==> src/rtl/forwarded_data_averager.sv <==
// Detects word changes on a valid-less forwarded bus and averages blocks of
// 2^LOG2_COUNT updates. Also flags a stale link when no update arrives for TIMEOUT cycles.
module forwarded_data_averager #(
  parameter int unsigned DATA_WIDTH = 32,
  parameter int unsigned LOG2_COUNT = 4,
  parameter int unsigned TIMEOUT    = 125000
) (
  input  logic                  clk,
  input  logic                  resetN,
  input  logic [DATA_WIDTH-1:0] dataIn,
  output logic                  sampleStrobe,
  output logic [DATA_WIDTH-1:0] avgData,
  output logic                  avgValid,
  output logic                  stale
);

  localparam int unsigned ACC_WIDTH  = DATA_WIDTH + LOG2_COUNT;
  localparam int unsigned IDLE_WIDTH = $clog2(TIMEOUT + 1);

  typedef enum logic {PRIME, RUN} state_t;

  state_t                       state;
  logic [DATA_WIDTH-1:0]        prevData;
  logic signed [ACC_WIDTH-1:0]  acc;
  logic [LOG2_COUNT-1:0]        count;
  logic [IDLE_WIDTH-1:0]        idleCnt;

  logic                         update;
  logic                         countWrap;
  logic                         idleReach;
  logic signed [ACC_WIDTH-1:0]  dataExt;
  logic signed [ACC_WIDTH-1:0]  accSum;

  // The PRIME cycle only seeds prevData, so it can never register an update.
  assign update    = (state == RUN) && (dataIn != prevData);
  assign countWrap = (count == {LOG2_COUNT{1'b1}});
  assign idleReach = (idleCnt == IDLE_WIDTH'(TIMEOUT - 1));
  assign dataExt   = {{LOG2_COUNT{dataIn[DATA_WIDTH-1]}}, dataIn};
  assign accSum    = acc + dataExt;

  always_ff @(posedge clk) begin
    prevData <= dataIn;
    if (!resetN) begin
      state        <= PRIME;
      sampleStrobe <= 1'b0;
      avgValid     <= 1'b0;
      stale        <= 1'b0;
      avgData      <= '0;
      acc          <= '0;
      count        <= '0;
      idleCnt      <= '0;
    end else begin
      sampleStrobe <= update;
      avgValid     <= update && countWrap;
      case (state)
        PRIME: state <= RUN;
        RUN: begin
          if (update) begin
            count   <= count + LOG2_COUNT'(1);
            idleCnt <= '0;
            stale   <= 1'b0;
            if (countWrap) begin
              // Arithmetic shift floors toward minus infinity.
              avgData <= DATA_WIDTH'(accSum >>> LOG2_COUNT);
              acc     <= '0;
            end else begin
              acc <= accSum;
            end
          end else if (idleCnt != IDLE_WIDTH'(TIMEOUT)) begin
            idleCnt <= idleCnt + IDLE_WIDTH'(1);
            if (idleReach) stale <= 1'b1;
          end
        end
        default: state <= PRIME;
      endcase
    end
  end

endmodule

==> config.mk <==
export PLATFORM = sky130hd
export DESIGN_NAME = forwarded_data_averager
export DESIGN_NICKNAME = d
export VERILOG_FILES = /design/src/rtl/forwarded_data_averager.sv
export SDC_FILE = /design/constraint.sdc
export NUM_CORES = 1
export LEC_CHECK = 0
export CAP_MARGIN = 20
export CORE_ASPECT_RATIO = 2
export CORE_MARGIN = 5
export CORE_UTILIZATION = 60
export DETAILED_ROUTE_END_ITERATION = 7
export MAX_ROUTING_LAYER = met4
export PLACE_DENSITY = 0.84
export REMOVE_ABC_BUFFERS = 1
export SLEW_MARGIN = 20
export SYNTH_ARGS = -nofsm -noshare
export SYNTH_HDL_FRONTEND = slang
export SYNTH_SLANG_ARGS = --single-unit
==> constraint.sdc <==
create_clock -name clk -period 6.8 [get_ports clk]
set_clock_uncertainty 0.05 [all_clocks]
set_input_delay 1.02 -clock clk [delete_from_list [all_inputs] [get_ports clk]]
set_output_delay 1.02 -clock clk [all_outputs]
set_load 0.02 [all_outputs]
Word-level counts from Yosys, hierarchy flattened:

Index checks and enable logic that the tools add are counted.

* $add $sub $neg: 3
* equal/unequal tests: 4
* mux-type cells: 7
* reductions and logical operators: 8

Operator list (count)
* $add 36x32->36: 1
* $mux 36: 1
* $mux 17: 2
* $ne 32x32->1: 1
* $add 17x1->17 const B: 1
* $eq 17x17->1 const B: 1
* $ne 17x17->1 const B: 1
* $reduce_and 3->1: 2
* $add 4x1->4 const B: 1
* $eq 4x4->1 const B: 1
* $mux 1: 4
* $reduce_and 2->1: 2
* $reduce_bool 2->1: 2
* $logic_and 1x1->1: 2

* bits in registers: 125
* input bits: 34
* output and inout bits: 35
* logic and storage cells: 31

Depth between registers and ports, before layout:

* depth after elaboration: 4
* gate-level depth with buffers: 12
* mapped depth without buffers: 12

Least setup slack after synthesis:

OpenSTA, ideal clock, no wires.

* path kind: input to register
* start point: input dataIn[9]
* end point: register avgData[27]
* setup time: 0.093 ns
* data arrival time: 3.200 ns
* path slack: 3.457 ns
* stages: 10
* cell sequence: ha_1 > and4_1 > nand4_1 > or2_1 > a41oi_2 > a31oi_4 > o31ai_4 > a31o_2 > nand3_1 > o311ai_2

* cells in the longest elaborated chain, start to end: 3
* elaborated cells between the ends (all ways): 4
* those cells by class: add/sub: 1; eq/ne: 1; reduce/logical: 2

Ends and longest elaborated chain
* start, declared: line 10 `input logic [DATA_WIDTH-1:0] dataIn,`
* branches (longest 3 deep; another with $add 36x32->36)
* end signal, assigned: line 64 `avgData <= DATA_WIDTH'(accSum >>> LOG2_COUNT);`
* end, declared: line 12 `output logic [DATA_WIDTH-1:0] avgData,`

Several ways; the timed one is not identified.
A chain may end at the register's enable or synchronous reset.

Final worst setup path:

* start point: input dataIn[0]
* end point: register acc[32]

* cells in the longest elaborated chain, start to end: 3
* elaborated cells between the ends (all ways): 5
* those cells by class: add/sub: 1; eq/ne: 1; mux: 1; reduce/logical: 2

Ends and longest elaborated chain
* branches (longest 3 deep; another with $add 36x32->36)
* end signal, assigned: line 67 `acc <= accSum;`
* end, declared: line 24 `logic signed [ACC_WIDTH-1:0] acc;`

Several ways; the timed one is not identified.

==> metrics.txt <==
Distinct cells, synth between 60 and 70; area of the multi-input gates roughly 0.0037 mm²; crit share post-route 58.3%; Clock Pin Slew Worst Setup and Hold Paths 0.06 ns; WHS Path Cells 2; Net Sw Frac 30.4%; initial antenna violation count 0; crit path kind in2reg; die footprint about 0.013 mm²; n_diodes 0; CTS tree done; detailed router's first-iteration violation count between 300 and 400; RSZ-0062 raised after global routing no; Routed Antenna Nets 0; Synth Instances 720; Clk pwr share about two fifths; synthesized cell area 0.00633 mm²; Int Power about 1.5 mW; post-CTS sizing 0; GR Util met1 29.4%; PortBufs 68; Synth Register Bits 125; Top FF cell, synth dfxtp_1; Area contributors post-synth dfxtp_1 40%, ha_1 7.5%, xnor2_1 6.8%; # Max-Cap Violations 0; leakage dissipation 3.05 nW; Critical Path AT 4.26 ns; critical path's most frequent cell o21ai_0; CP endpoint kind flop; worst slew pin tran 1.00 ns; Detailed Routing Iterations Pass 1 4; sequential share of power 37.6%; vias in the first global route 5,834; Final setup viols 0; Via-to-Cell Ratio 6.13; net switching power 655 µW; ratio of cells with drive above 1 in the final layout 5.94%; Vias around 5,700; GPL Wtd Cong 0.941; Final min period 3.97 ns; syn avg cell area about 8.8 µm²; CP max FO 4; Die X 82.7 µm; FF-to-FF path depth 12; register area 0.00250 mm²; pin count of the biggest net entering global routing 40; Initial Utilization 60.8%; Commonest cells post-synth 125 x dfxtp_1, 83 x nand2_1, 59 x a21oi_1, 49 x nor2_1, 49 x xnor2_1; setup_tns 0 ns; Synth async-reset ratio 0%; area delta synth->final 20.7%; global-route wire length before repair 27.7 mm; area leader, netlist dfxtp_1; root buf cell clkbuf_16; Worst EP required 7.09 ns; met2 Use GR 50.9%; core box area 0.0104 mm²; total grt overflow 0; fin nets 854; slowest CP cell o31ai_1; WL per Instance 18.6 µm; share of the synthesized area in the top cell type between 30% and 40%; Slew headroom 33.1%; CP Launch Type input port; placed instance area 0.00711 mm²; Clk Latency, worst-skew pair ~0.42 ns; Post-route DRC 0; Setup Buffers After CTS 0; WL final 17.2 mm; Final Cell Area 0.00764 mm²; number of enable flip-flop cells after synthesis 0; Clock Path Buffers 2; Sink Count 125; hold buffers post-CTS 0; DIE HEIGHT 155 µm; total number of yosys warnings 0; GR Util All Layers 28.7%; fill count between 700 and 800; VDD IR-drop max 0.218 mV; status finished clean; final-report hold violation count 0; total power density per cell area between 200 and 300 mW/mm²; critical-path cell list clkdlybuf4s50_1, ha_1, inv_1, fa_1, nor2b_1, o21ai_0, a21oi_1, o21ai_0, a21bo_2, o22ai_1, o31ai_1, mux2_2, o211ai_1; Max Freq 252 MHz; grt met3 use under 10%; worst hold path type reg2reg; GRT busiest layer met2; top-count cell post-synth dfxtp_1; Slew Limit Fails 0; Gate power share between 20% and 30%; CTS H-tree lvls 4; I/O pin count 69; std cell rows between 50 and 60; DP HPWL 12.2 mm; post-synthesis sequential area ratio 39.5%; Critical Path Max Stage Delay 0.64 ns; Inserted Clock Buffers 17
==> critical path: cells and delay by family <==
kind / cells / cell delay (ns)
multiplexers: 1 / 0.41
buffers and inverters: 2 / 0.53
AND/OR/NAND/NOR: 1 / 0.07
adder cells (fa/ha/maj): 2 / 0.47
AO/OA/AOI/OAI: 7 / 1.75
==> power by group through the flow <==
stage	Combinational (mW)	Sequential [mW]	Clock [mW]
after global routing	0.561	0.816	0.873
after CTS	0.508	0.811	0.833
after floorplan	0.371	0.818	0
after detailed placement	0.499	0.825	0
after global placement	0.486	0.823	0
final	0.515	0.812	0.832
==> stage by stage <==
step	setup WS, ns	cells	hold WS (ns)	util [%]	power [mW]
2_1_floorplan	3.24	689	0.379	-	1.19
3_3_place_gp	2.53	899	0.392	68.3	1.31
3_5_place_dp	2.47	899	0.398	68.3	1.32
4_1_cts	2.89	928	0.405	73.4	2.15
5_1_grt	2.73	928	0.425	73.4	2.25
6_report	2.83	928	0.404	73.4	2.16
==> sequential cells by signal (all words and copies together), names as in the netlist <==
name	count
avgValid	1
sampleStrobe	1
avgData	32
acc	36
prevData	32
count	4
state	1
stale	1
idleCnt	17
==> final timing paths <==
path | from | end | slack (ns)
setup / recovery | dataIn[0] | acc[32] | 2.83
hold reg to reg | avgData[10] | avgData[10] | 0.40
setup reg to reg | acc[0] | acc[32] | 3.62
hold / removal | avgData[10] | avgData[10] | 0.40
==> cell usage in the layout, fill, tap and decap left out, types with 4 or more instances in the layout <==
cell type	n
a211oi_1	7
a21o_1	21
a21oi_1	59
a22o_1	22
a31oi_1	4
and3_1	14
buf_4	5
clkbuf_16	17
clkdlybuf4s50_1	68
clkinv_2	5
dfxtp_1	125
ha_1	38
inv_1	17
nand2_1	83
nand2b_1	5
nand3_1	26
nand4_1	21
nor2_1	47
nor2b_1	9
nor3_1	5
nor4_1	4
o211ai_1	9
o21ai_0	28
o21bai_1	4
xnor2_1	49
xor2_1	29
==> area by class of cell <==
| type | instances | area share, % |
|---|---|---|
| clock buffers | 21 | 6.02 |
| clock inverters | 8 | 0.917 |
| inverters | 17 | 0.835 |
| multi-input cells | 547 | 47.8 |
| flip-flops and latches | 125 | 32.7 |
| well taps | 137 | 2.24 |
| repair buffers | 73 | 9.40 |
==> logic make-up after synthesis <==
kind of cell	Yosys count	share of synthesized area, %
and+or+nand+nor	234	17.6
AOI/OAI and AO/OA	193	20.8
adders and majority gates	39	7.82
DFF	125	39.5
muxes	3	0.494
buffers and inverters	48	2.92
xor gates and xnor gates	78	10.8
==> per-layer routing <==
metal | vias up | share of wire [%] | routed length [µm]
met4 | 0 | 3.6 | 612
li1 | 2710 | - | -
met3 | 48 | 4.8 | 826
met5 | - | 0 | 0
met1 | 2719 | 37 | 6460
met2 | 207 | 54 | 9320
No activity file was read; power rests on OpenSTA's default activity.
==> edit (same flow settings) <==
Register the input `dataIn` before use, without a reset. The logic sees it one clock later.
--- a/src/rtl/forwarded_data_averager.sv
+++ b/src/rtl/forwarded_data_averager.sv
@@ -19,6 +19,12 @@
 
   typedef enum logic {PRIME, RUN} state_t;
 
+  logic [DATA_WIDTH-1:0] dataIn_q;
+
+  always_ff @(posedge clk) begin
+    dataIn_q <= dataIn;
+  end
+
   state_t                       state;
   logic [DATA_WIDTH-1:0]        prevData;
   logic signed [ACC_WIDTH-1:0]  acc;
@@ -32,14 +38,14 @@
   logic signed [ACC_WIDTH-1:0]  accSum;
 
   // The PRIME cycle only seeds prevData, so it can never register an update.
-  assign update    = (state == RUN) && (dataIn != prevData);
+  assign update    = (state == RUN) && (dataIn_q != prevData);
   assign countWrap = (count == {LOG2_COUNT{1'b1}});
   assign idleReach = (idleCnt == IDLE_WIDTH'(TIMEOUT - 1));
-  assign dataExt   = {{LOG2_COUNT{dataIn[DATA_WIDTH-1]}}, dataIn};
+  assign dataExt   = {{LOG2_COUNT{dataIn_q[DATA_WIDTH-1]}}, dataIn_q};
   assign accSum    = acc + dataExt;
 
   always_ff @(posedge clk) begin
-    prevData <= dataIn;
+    prevData <= dataIn_q;
     if (!resetN) begin
       state        <= PRIME;
       sampleStrobe <= 1'b0;
Check against the original RTL: not equivalent (Yosys sat finds a counterexample within 4 cycles, from zero or initial values and one cycle with resetN low).
==> edit against the original RTL <==
Combinational power down 3%; worst setup slack improved by 0.59 ns; routed wire length is 9.0% higher; power increased by 14%; critical path depth decreased by 7; register-to-register slack got worse by 0.06 ns; sequential cell count rose by 32; area after synthesis up 11%; sequential share of layout area grew 4.6 points; design area increased by 10%.
==> edit: results (changes against the original RTL) <==
synth_fa_ha_area_frac: 0.0703  # -0.00793
path_clk_slew_ns: 0.06  # about the same
largest_register_ffs: 36  # unchanged
yosysUniqueCellTypes: 69  # +7.8%
wl_per_cell_um: 19.1  # +2.7%
postCtsResizedCells: 0  # unchanged
place_inst: 953  # +6.0%
yosysWarnings: 0  # unchanged
synth_cells: 766  # +6.4%
cts.path.max_buffers: 2  # unchanged
status: "complete, no violations"
cts_tree: "built"
grt_max_degree: 37  # -7.5%
io_buffers: 68  # unchanged
first_pass_iters: 5  # +1
synthArstFlopShare: 0  # unchanged
fin_setup_tns_ns: 0  # unchanged
ir_drop_mv: 0.231  # +5.9%
p_leak_nw: 3.29  # +7.6%
worstHoldPathType: "reg2reg"
clockRootBuffer: "clkbuf_16"
grt_pass1_vias: 6125  # +5.0%
top_register: "acc"
cts_buffers: 17  # unchanged
synthMuxAreaShare: 0.00444  # -0.000500
drt_iter0_drc: 341  # +11%
synth_compound_area_frac: 0.199  # -0.00940
startpoint: "resetN"
max_slew_margin: 0.368  # +0.0373
seq_area_frac_synth: 0.446  # +0.0508
track_usage: 0.285  # -0.00231
synth_xor_area_frac: 0.0955  # -0.0123
antenna_found_initial: 0  # unchanged
ctsHtreeMaxLevel: 4  # unchanged
via_per_inst: 5.97  # -2.6%
place_ws_ns: 2.95  # +0.478 ns
clk_latency_ns: 0.42  # about the same
hpwl_um: 13500  # +10%
grt_pass1_wl_um: 30100  # +8.8%
synth_common_cells: "dfxtp_1 (157), nand2_1 (87), a21oi_1 (65), nor2_1 (54), xnor2_1 (50)"
fin_cells: 985  # +6.1%
nets: 900  # +5.4%
synth_area_leaders: "dfxtp_1 (45%), ha_1 (6.7%), xnor2_1 (6.2%)"
crit_path_max_fanout: 34  # +30
postCtsSetupBuffers: 0  # unchanged
diodes: 0  # unchanged
cp.arrival_ns: 3.68  # -0.58 ns
drive_gt1_frac: 0.0702  # +0.0108
switchingPower_mw: 0.718  # +9.5%
hold_path.startpoint: "dataIn_q[25]"
synthFlopType: "dfxtp_1"
gp_congestion: 0.940  # -0.11%
r2r_start: "dataIn_q[26]"
==> edit: worst max-delay path, cell delays in order <==
cell	delay (ns)
clkdlybuf4s50_1	0.45
buf_4	0.25
clkinv_1	0.48
buf_4	0.41
nor2_4	0.76
a22o_1	0.28
==> edit: cell families (layout without fill, tap and decap cells) <==
kind of cell    after synthesis  count (layout)
flops                       157             157
xor+xnor                     76              76
mux                           3               3
compound gates              203             203
fa+ha+maj                    39              39
buf+inv                      52             126
simple gates                236             236
==> edit: through the flow <==
step	area, µm²	hold slack [ns]	power (mW)
finish	8420	0.337	2.46
global route	8420	0.346	2.57
CTS	8420	0.340	2.46
detailed placement	7830	0.327	1.52
global placement	7830	0.324	1.50
floorplan	6920	0.318	1.39
==> edit: routing by layer <==
layer,part of all wire,GRT usage,vias up
met4,0.074,0.200,0
li1,-,-,2837
met3,0.045,0.0515,86
met5,0,-,-
met1,0.36,0.287,2753
met2,0.52,0.485,201
==> edit: final timing paths <==
check,to,slack [ns],depth (start not counted)
min reg2reg,prevData[25],0.34,0
min,prevData[25],0.34,0
max,acc[9],3.43,6
max reg2reg,avgData[28],3.56,10
==> edit: final cells by class <==
cell class	count	area (µm²)
clock buffers	21	460
clock inverters	11	131
repair buffers	72	711
fillers	909	3210
well taps	145	181
multi-input cells	557	3710
inverters	22	82.6
flip-flops and latches	157	3140
==> edit: power by group through the flow <==
| stage | Combinational [mW] | Clock (mW) | Sequential [mW] |
|---|---|---|---|
| after floorplan | 0.361 | 0 | 1.02 |
| after global placement | 0.468 | 0 | 1.03 |
| after detailed placement | 0.481 | 0 | 1.04 |
| after CTS | 0.490 | 0.956 | 1.02 |
| after global routing | 0.543 | 0.999 | 1.02 |
| final | 0.497 | 0.948 | 1.02 |
